==> src/rtl/vga_sync_receiver.sv <==
// VGA receiver: synchronises hsync/vsync/rgb, recovers pixel coordinates, measures line/frame timing and tracks lock.
// Optional lock-loss counter on err_count is built when VGA_RX_ERR_COUNT_EN is defined.
module vga_sync_receiver #(
  parameter int HPOS_WIDTH = 10,
  parameter int VPOS_WIDTH = 10,
  parameter int CLK_MHZ    = 50,
  parameter int H_SYNC     = 96,
  parameter int H_BACK     = 48,
  parameter int H_DISPLAY  = 640,
  parameter int V_SYNC     = 2,
  parameter int V_BACK     = 33,
  parameter int V_DISPLAY  = 480
) (
  input  logic                  clk,
  input  logic                  reset_n,
  input  logic                  hsync,
  input  logic                  vsync,
  input  logic [2:0]            rgb,
  output logic [HPOS_WIDTH-1:0] hpos,
  output logic [VPOS_WIDTH-1:0] vpos,
  output logic                  display_on,
  output logic                  pixel_valid,
  output logic [2:0]            rgb_out,
  output logic [HPOS_WIDTH-1:0] line_len,
  output logic [VPOS_WIDTH-1:0] frame_lines,
  output logic                  locked,
  output logic [7:0]            err_count
);

  localparam int PIX_DIV = CLK_MHZ / 25;
  localparam int DIV_W   = (PIX_DIV > 1) ? $clog2(PIX_DIV) : 1;

  localparam logic [DIV_W-1:0]      DIV_LAST  = DIV_W'(PIX_DIV - 1);
  localparam logic [HPOS_WIDTH-1:0] H_START_C = HPOS_WIDTH'(H_SYNC + H_BACK);
  localparam logic [HPOS_WIDTH-1:0] H_END_C   = HPOS_WIDTH'(H_SYNC + H_BACK + H_DISPLAY);
  localparam logic [VPOS_WIDTH-1:0] V_START_C = VPOS_WIDTH'(V_SYNC + V_BACK);
  localparam logic [VPOS_WIDTH-1:0] V_END_C   = VPOS_WIDTH'(V_SYNC + V_BACK + V_DISPLAY);

  typedef enum logic [1:0] {
    ST_SEARCH  = 2'd0,
    ST_MEASURE = 2'd1,
    ST_CONFIRM = 2'd2,
    ST_LOCKED  = 2'd3
  } state_t;

  state_t r_state, w_state_next;

  logic [1:0]            r_hs_sync, r_vs_sync;
  logic                  r_hs_d, r_vs_d;
  logic [2:0]            r_rgb_s1, r_rgb_s2;
  logic [DIV_W-1:0]      r_div_cnt;
  logic [HPOS_WIDTH-1:0] r_h_cnt;
  logic [VPOS_WIDTH-1:0] r_v_cnt;
  logic                  r_h_seen, r_v_seen;
  logic [HPOS_WIDTH-1:0] r_ref_line;
  logic                  r_ref_line_vld;
  logic [VPOS_WIDTH-1:0] r_ref_frame;

  logic                  w_hfall, w_vfall, w_pix_stb, w_div_wrap;
  logic                  w_h_sat, w_v_sat;
  logic [HPOS_WIDTH-1:0] w_line_meas;
  logic [VPOS_WIDTH-1:0] w_frame_meas;
  logic                  w_line_ev, w_frame_ev, w_line_bad, w_frame_bad;
  logic                  w_enter_search, w_hvis, w_vvis, w_disp;

  // Sync flops idle high so a reset never manufactures a falling edge.
  always_ff @(posedge clk or negedge reset_n) begin
    if (!reset_n) begin
      r_hs_sync <= 2'b11;
      r_vs_sync <= 2'b11;
      r_hs_d    <= 1'b1;
      r_vs_d    <= 1'b1;
      r_rgb_s1  <= 3'b000;
      r_rgb_s2  <= 3'b000;
    end else begin
      r_hs_sync <= {r_hs_sync[0], hsync};
      r_vs_sync <= {r_vs_sync[0], vsync};
      r_hs_d    <= r_hs_sync[1];
      r_vs_d    <= r_vs_sync[1];
      r_rgb_s1  <= rgb;
      r_rgb_s2  <= r_rgb_s1;
    end
  end

  assign w_hfall    = r_hs_d & ~r_hs_sync[1];
  assign w_vfall    = r_vs_d & ~r_vs_sync[1];
  assign w_pix_stb  = (r_div_cnt == '0);
  assign w_div_wrap = (r_div_cnt == DIV_LAST);
  assign w_h_sat    = &r_h_cnt;
  assign w_v_sat    = &r_v_cnt;

  always_ff @(posedge clk or negedge reset_n) begin
    if (!reset_n) begin
      r_div_cnt <= '0;
      r_h_cnt   <= '0;
      r_v_cnt   <= '0;
    end else begin
      if (w_hfall) begin
        r_div_cnt <= '0;
        r_h_cnt   <= '0;
      end else if (w_div_wrap) begin
        r_div_cnt <= '0;
        if (!w_h_sat) r_h_cnt <= r_h_cnt + HPOS_WIDTH'(1);
      end else begin
        r_div_cnt <= r_div_cnt + DIV_W'(1);
      end
      if (w_vfall) r_v_cnt <= '0;
      else if (w_hfall && !w_v_sat) r_v_cnt <= r_v_cnt + VPOS_WIDTH'(1);
    end
  end

  assign w_line_meas  = r_h_cnt + HPOS_WIDTH'(1);
  assign w_frame_meas = r_v_cnt + VPOS_WIDTH'(1);
  assign w_line_ev    = w_hfall & r_h_seen;
  assign w_frame_ev   = w_vfall & r_v_seen;
  assign w_line_bad   = w_line_ev & (w_line_meas != r_ref_line);
  assign w_frame_bad  = w_frame_ev & (w_frame_meas != r_ref_frame);

  always_ff @(posedge clk or negedge reset_n) begin
    if (!reset_n) r_state <= ST_SEARCH;
    else          r_state <= w_state_next;
  end

  always_comb begin
    w_state_next = r_state;
    case (r_state)
      ST_SEARCH:  if (w_vfall) w_state_next = ST_MEASURE;
      ST_MEASURE: begin
        if (w_line_bad && r_ref_line_vld) w_state_next = ST_SEARCH;
        else if (w_frame_ev)              w_state_next = ST_CONFIRM;
      end
      ST_CONFIRM: begin
        if (w_line_bad || w_frame_bad) w_state_next = ST_SEARCH;
        else if (w_frame_ev)           w_state_next = ST_LOCKED;
      end
      ST_LOCKED:  if (w_line_bad || w_frame_bad || w_h_sat || w_v_sat) w_state_next = ST_SEARCH;
      default:    w_state_next = ST_SEARCH;
    endcase
  end

  assign w_enter_search = (w_state_next == ST_SEARCH) && (r_state != ST_SEARCH);

  // Partial periods after reset or lock loss must not be reported as measurements.
  always_ff @(posedge clk or negedge reset_n) begin
    if (!reset_n) begin
      r_h_seen <= 1'b0;
      r_v_seen <= 1'b0;
    end else if (w_enter_search) begin
      r_h_seen <= 1'b0;
      r_v_seen <= 1'b0;
    end else begin
      if (w_hfall) r_h_seen <= 1'b1;
      if (w_vfall) r_v_seen <= 1'b1;
    end
  end

  always_ff @(posedge clk or negedge reset_n) begin
    if (!reset_n) begin
      line_len    <= '0;
      frame_lines <= '0;
    end else begin
      if (w_line_ev)  line_len    <= w_line_meas;
      if (w_frame_ev) frame_lines <= w_frame_meas;
    end
  end

  always_ff @(posedge clk or negedge reset_n) begin
    if (!reset_n) begin
      r_ref_line     <= '0;
      r_ref_line_vld <= 1'b0;
      r_ref_frame    <= '0;
    end else begin
      case (r_state)
        ST_SEARCH: begin
          r_ref_line     <= '0;
          r_ref_line_vld <= 1'b0;
          r_ref_frame    <= '0;
        end
        ST_MEASURE: begin
          if (w_line_ev && !r_ref_line_vld) begin
            r_ref_line     <= w_line_meas;
            r_ref_line_vld <= 1'b1;
          end
          if (w_state_next == ST_CONFIRM) r_ref_frame <= w_frame_meas;
        end
        default: ;
      endcase
    end
  end

  assign locked = (r_state == ST_LOCKED);
  assign w_hvis = (r_h_cnt >= H_START_C) && (r_h_cnt < H_END_C);
  assign w_vvis = (r_v_cnt >= V_START_C) && (r_v_cnt < V_END_C);
  assign w_disp = w_hvis & w_vvis & locked;

  always_ff @(posedge clk or negedge reset_n) begin
    if (!reset_n) begin
      display_on  <= 1'b0;
      pixel_valid <= 1'b0;
      rgb_out     <= 3'b000;
      hpos        <= '0;
      vpos        <= '0;
    end else begin
      display_on  <= w_disp;
      pixel_valid <= w_disp & w_pix_stb;
      if (w_disp && w_pix_stb) rgb_out <= r_rgb_s2;
      hpos        <= w_disp ? (r_h_cnt - H_START_C) : '0;
      vpos        <= w_disp ? (r_v_cnt - V_START_C) : '0;
    end
  end

`ifdef VGA_RX_ERR_COUNT_EN
  logic [7:0] r_err_count;

  always_ff @(posedge clk or negedge reset_n) begin
    if (!reset_n) r_err_count <= 8'd0;
    else if (locked && (w_state_next == ST_SEARCH) && (r_err_count != 8'hff))
      r_err_count <= r_err_count + 8'd1;
  end

  assign err_count = r_err_count;
`else
  assign err_count = 8'd0;
`endif

endmodule
==> config.mk <==
export PLATFORM = sky130hd
export DESIGN_NAME = vga_sync_receiver
export DESIGN_NICKNAME = d
export VERILOG_FILES = /design/src/rtl/vga_sync_receiver.sv
export SDC_FILE = /design/constraint.sdc
export NUM_CORES = 1
export LEC_CHECK = 0
export BUFFER_PORTS_ARGS = -buffer_cell sky130_fd_sc_hd__buf_2
export CORE_MARGIN = 4
export CORE_UTILIZATION = 35
export DETAILED_ROUTE_END_ITERATION = 8
export PLACE_DENSITY = 0.57
export SYNTH_ARGS = -nofsm -noshare
export SYNTH_HDL_FRONTEND = slang
export SYNTH_SLANG_ARGS = --single-unit
==> constraint.sdc <==
create_clock -name clk -period 2.43 [get_ports clk]
set_input_delay 0.3645 -clock clk [delete_from_list [all_inputs] [get_ports clk]]
set_output_delay 0.3645 -clock clk [all_outputs]
set_load 0.02 [all_outputs]
==> results by group <==
Die
  • Die area: between 0.015 and 0.02 mm2
  • Die Height: roughly 130 um
  • Ports: a little over 60
  • Placement row count: 42
  • Die X: 125 um
  • CORE AREA: between 0.01 and 0.015 mm2
  • Starting Density: 0.361

Critical path
  • Critical path endpoint: r_v_seen$_DFFE_PN0P_
  • WP data required: 2.67 ns
  • R2r worst-path depth: 8
  • CP Max Fanout: 8
  • CP startpoint: r_v_cnt[0]$_DFFE_PN0P_
  • WS Path Type: flop to flop
  • Cell depth of the worst setup path: 8
  • Arrival @ worst endpoint: around 2.6 ns
  • Crit path largest cell delay: 0.53 ns
  • Critical Path Slowest Stage Cell: or4_4
  • Crit-path cells: buf_4 -> and3_1 -> xnor2_2 -> a21bo_2 -> or4_4 -> o311ai_4 -> a21oi_2 -> a2111oi_2
  • R2R Path End: r_v_seen$_DFFE_PN0P_
  • WP buf/inv: 1
  • Worst R2R Start: r_v_cnt[0]$_DFFE_PN0P_
  • Type of origin of the critical path: flop
  • Worst path top cell family by delay: compound AO/OA/AOI/OAI gates
  • Flop-to-flop setup slack: 0.03 ns
  • CP Capture Type: flop

Routing
  • Wire length per cell: about 14 um
  • Vias: 3,438
  • DR pass1 iterations: 4
  • Post-route ant nets: 0
  • Average vias per placed instance: between 4 and 5
  • Drt total wl: 10,300 um
  • Initial DRC count: 156
  • DRC viols: 0

Cells and area
  • Diode count: 0
  • Final non-filler cell total: 720
  • Share of layout cells above drive strength 1: 0.263
  • Nets: 552
  • Util after Layout: 0.440
  • Fillers: 1,320
  • Synth-to-Final Area Change: 21.9%

Clock tree
  • Root Driver: clkbuf_16
  • Num CTS Buffers: 9
  • Clock Path Buffers: 2
  • Cts hold-fix bufs: 0
  • CTS tree: built
  • Clock Latency Late Sink: approximately 0.35 ns
  • Sink Count: 103
  • Reg clk slew, reported paths: 0.06 ns
  • Htree depth: 3

Placement
  • Final GP Congestion: 0.792
  • Input/output buffers: 52
  • Cells after DPL: 701
  • Hpwl dp: 7710 um

Yosys
  • EDFF count, synth: 0
  • Mapped Cells: around 460
  • Post-synth top flop: dfrtp_1
  • Post-synth top cells: 97 x dfrtp_1, 50 x nor2_1, 45 x nand2_1
  • Synth top area cells: dfrtp_1 50%, xnor2_1 6.7%, nor2_1 3.9%
  • Count leader, synth: dfrtp_1
  • Synth warn: 0
  • Top-area cell type share of the netlist area: 0.504
  • Seq cells post-synth: 103
  • Leading area contributor after synthesis: dfrtp_1
  • Sequential area share after synthesis: 0.536
  • Yosys cell types: 48
  • Post-Synthesis Cell Area: 0.00482 mm2
  • Post-Syn Area per Cell: 10.4 um2
  • Asr flop ratio synth: 1.00

Global route
  • Total GRT Usage: 0.135
  • Vias in the first global route: about 3.5k
  • Overflow after GRT: 0
  • Initial antenna violation count: 0
  • First-pass GRT wire length: 17,200 um
  • Largest net degree at the start of global routing: 50

Run status
  • Status: completed

STA
  • Fin crit share: 0.988
  • Final Max Slew Viols: 0
  • Measured slew at the worst slew-check pin: about 0.69 ns
  • RSZ-0062 raised after global routing: true
  • Final hold violations: 0
  • Max-slew headroom: 0.541
  • Final clock skew: ~0.0043 ns
  • Fin crit period: 2.40 ns
  • Peak Freq: approximately 0.42 GHz
  • Endpoints failing setup: 0

Power and ir drop
  • Tot Pwr: 4.62 mW
  • PwrDens: 787 mW/mm2
  • Pleak: 2.77 nW
  • Maximum vdd drop: 378 uV

Worst hold path
  • Worst min-delay path class: primary input to async pin

Job
  • Max_cap viols: 0
## metal layers
layer | global-route usage | up-vias | routed length [um] | share of wire
li1 | - | 1682 | - | -
met1 | 0.161 | 1694 | 4410 | 0.43
met2 | 0.239 | 52 | 5400 | 0.52
met3 | 0.0333 | 10 | 353 | 0.034
met4 | 0.0440 | 0 | 144 | 0.014
met5 | 0 | - | 0 | 0
## power breakdown
part           internal (mW)  leakage (nW)  switching (mW)
clock                  0.958         0.160           0.611
sequential              1.87          1.38           0.134
combinational          0.414          1.23           0.639
## registers in the layout, indices dropped and copies added (netlist names)
name,count
r_vs_sync,2
rgb_out,3
pixel_valid,1
r_ref_line_vld,1
r_rgb_s1,3
r_div_cnt,1
r_rgb_s2,3
r_h_cnt,10
r_state,2
frame_lines,10
r_hs_sync,2
vpos,10
r_vs_d,1
r_v_cnt,10
r_ref_frame,10
r_h_seen,1
r_ref_line,10
r_hs_d,1
line_len,10
display_on,1
hpos,10
r_v_seen,1
## final cells by class
| cell class | count | area (um2) | share of cell area |
|---|---|---|---|
| clock inverters | 3 | 65.1 | 0.0111 |
| well taps | 176 | 220 | 0.0375 |
| repair buffers | 97 | 613 | 0.104 |
| multi-input cells | 315 | 2080 | 0.354 |
| flip-flops and latches | 103 | 2590 | 0.440 |
| clock buffers | 13 | 260 | 0.0443 |
| inverters | 13 | 48.8 | 0.00831 |
## worst min path at each step
stage,start,endpoint,slack [ns]
after detailed placement,r_rgb_s1[2]$_DFF_PN0_,r_rgb_s2[2]$_DFF_PN0_,0.34
after global routing,reset_n,hpos[9]$_DFF_PN0_,0.1
after floorplan,reset_n,display_on$_DFF_PN0_,0.07
after CTS,reset_n,r_h_cnt[3]$_DFFE_PN0P_,0.06
after global placement,r_rgb_s1[0]$_DFF_PN0_,r_rgb_s2[0]$_DFF_PN0_,0.33
final,reset_n,hpos[5]$_DFF_PN0_,0.04
## repair_timing
item                                    in CTS  in global routing
gates cloned                                 0                  0
buffers inserted                             1                  2
pin swaps                                    2                  4
resized for setup                            1                 14
endpoints found under the setup margin       2                 17
## stage by stage
stage | instance area, um2 | TNS [ns] | hold WS (ns) | worst slack [ns]
after floorplan | 4860 | 0 | 0.0689 | 0.00376
after global placement | 5470 | 0 | 0.334 | 0.0119
after global routing | 5870 | -0.136 | 0.0956 | -0.0638
after CTS | 5800 | 0 | 0.0559 | 0.00801
after detailed placement | 5470 | -0.155 | 0.336 | -0.0932
final | 5870 | 0 | 0.0416 | 0.0288
## placed cells by master (no fill, tap or decap), types with 4 or more instances in the layout
cell type / n
a21oi_1: 10
and2_1: 6
buf_2: 51
buf_4: 45
clkbuf_16: 9
conb_1: 8
dfrtp_1: 95
dfstp_2: 6
ha_1: 4
inv_1: 13
nand2_1: 44
nand2b_1: 6
nand3_1: 16
nand4_1: 5
nor2_1: 49
nor2b_1: 7
nor3_1: 11
nor4_1: 4
o21ai_0: 32
o2bb2ai_1: 10
xnor2_1: 35
xor2_1: 17
## cell families after synthesis
group	count (synthesis)	share of synthesized area
adders and majority gates	6	0.0156
and+or+nand+nor	166	0.165
buffers and inverters	52	0.0524
DFF	103	0.536
AOI/OAI and AO/OA	73	0.107
other	1	0.000778
xor gates and xnor gates	58	0.114
muxes	4	0.00909
No activity file was read; power rests on OpenSTA's default activity.
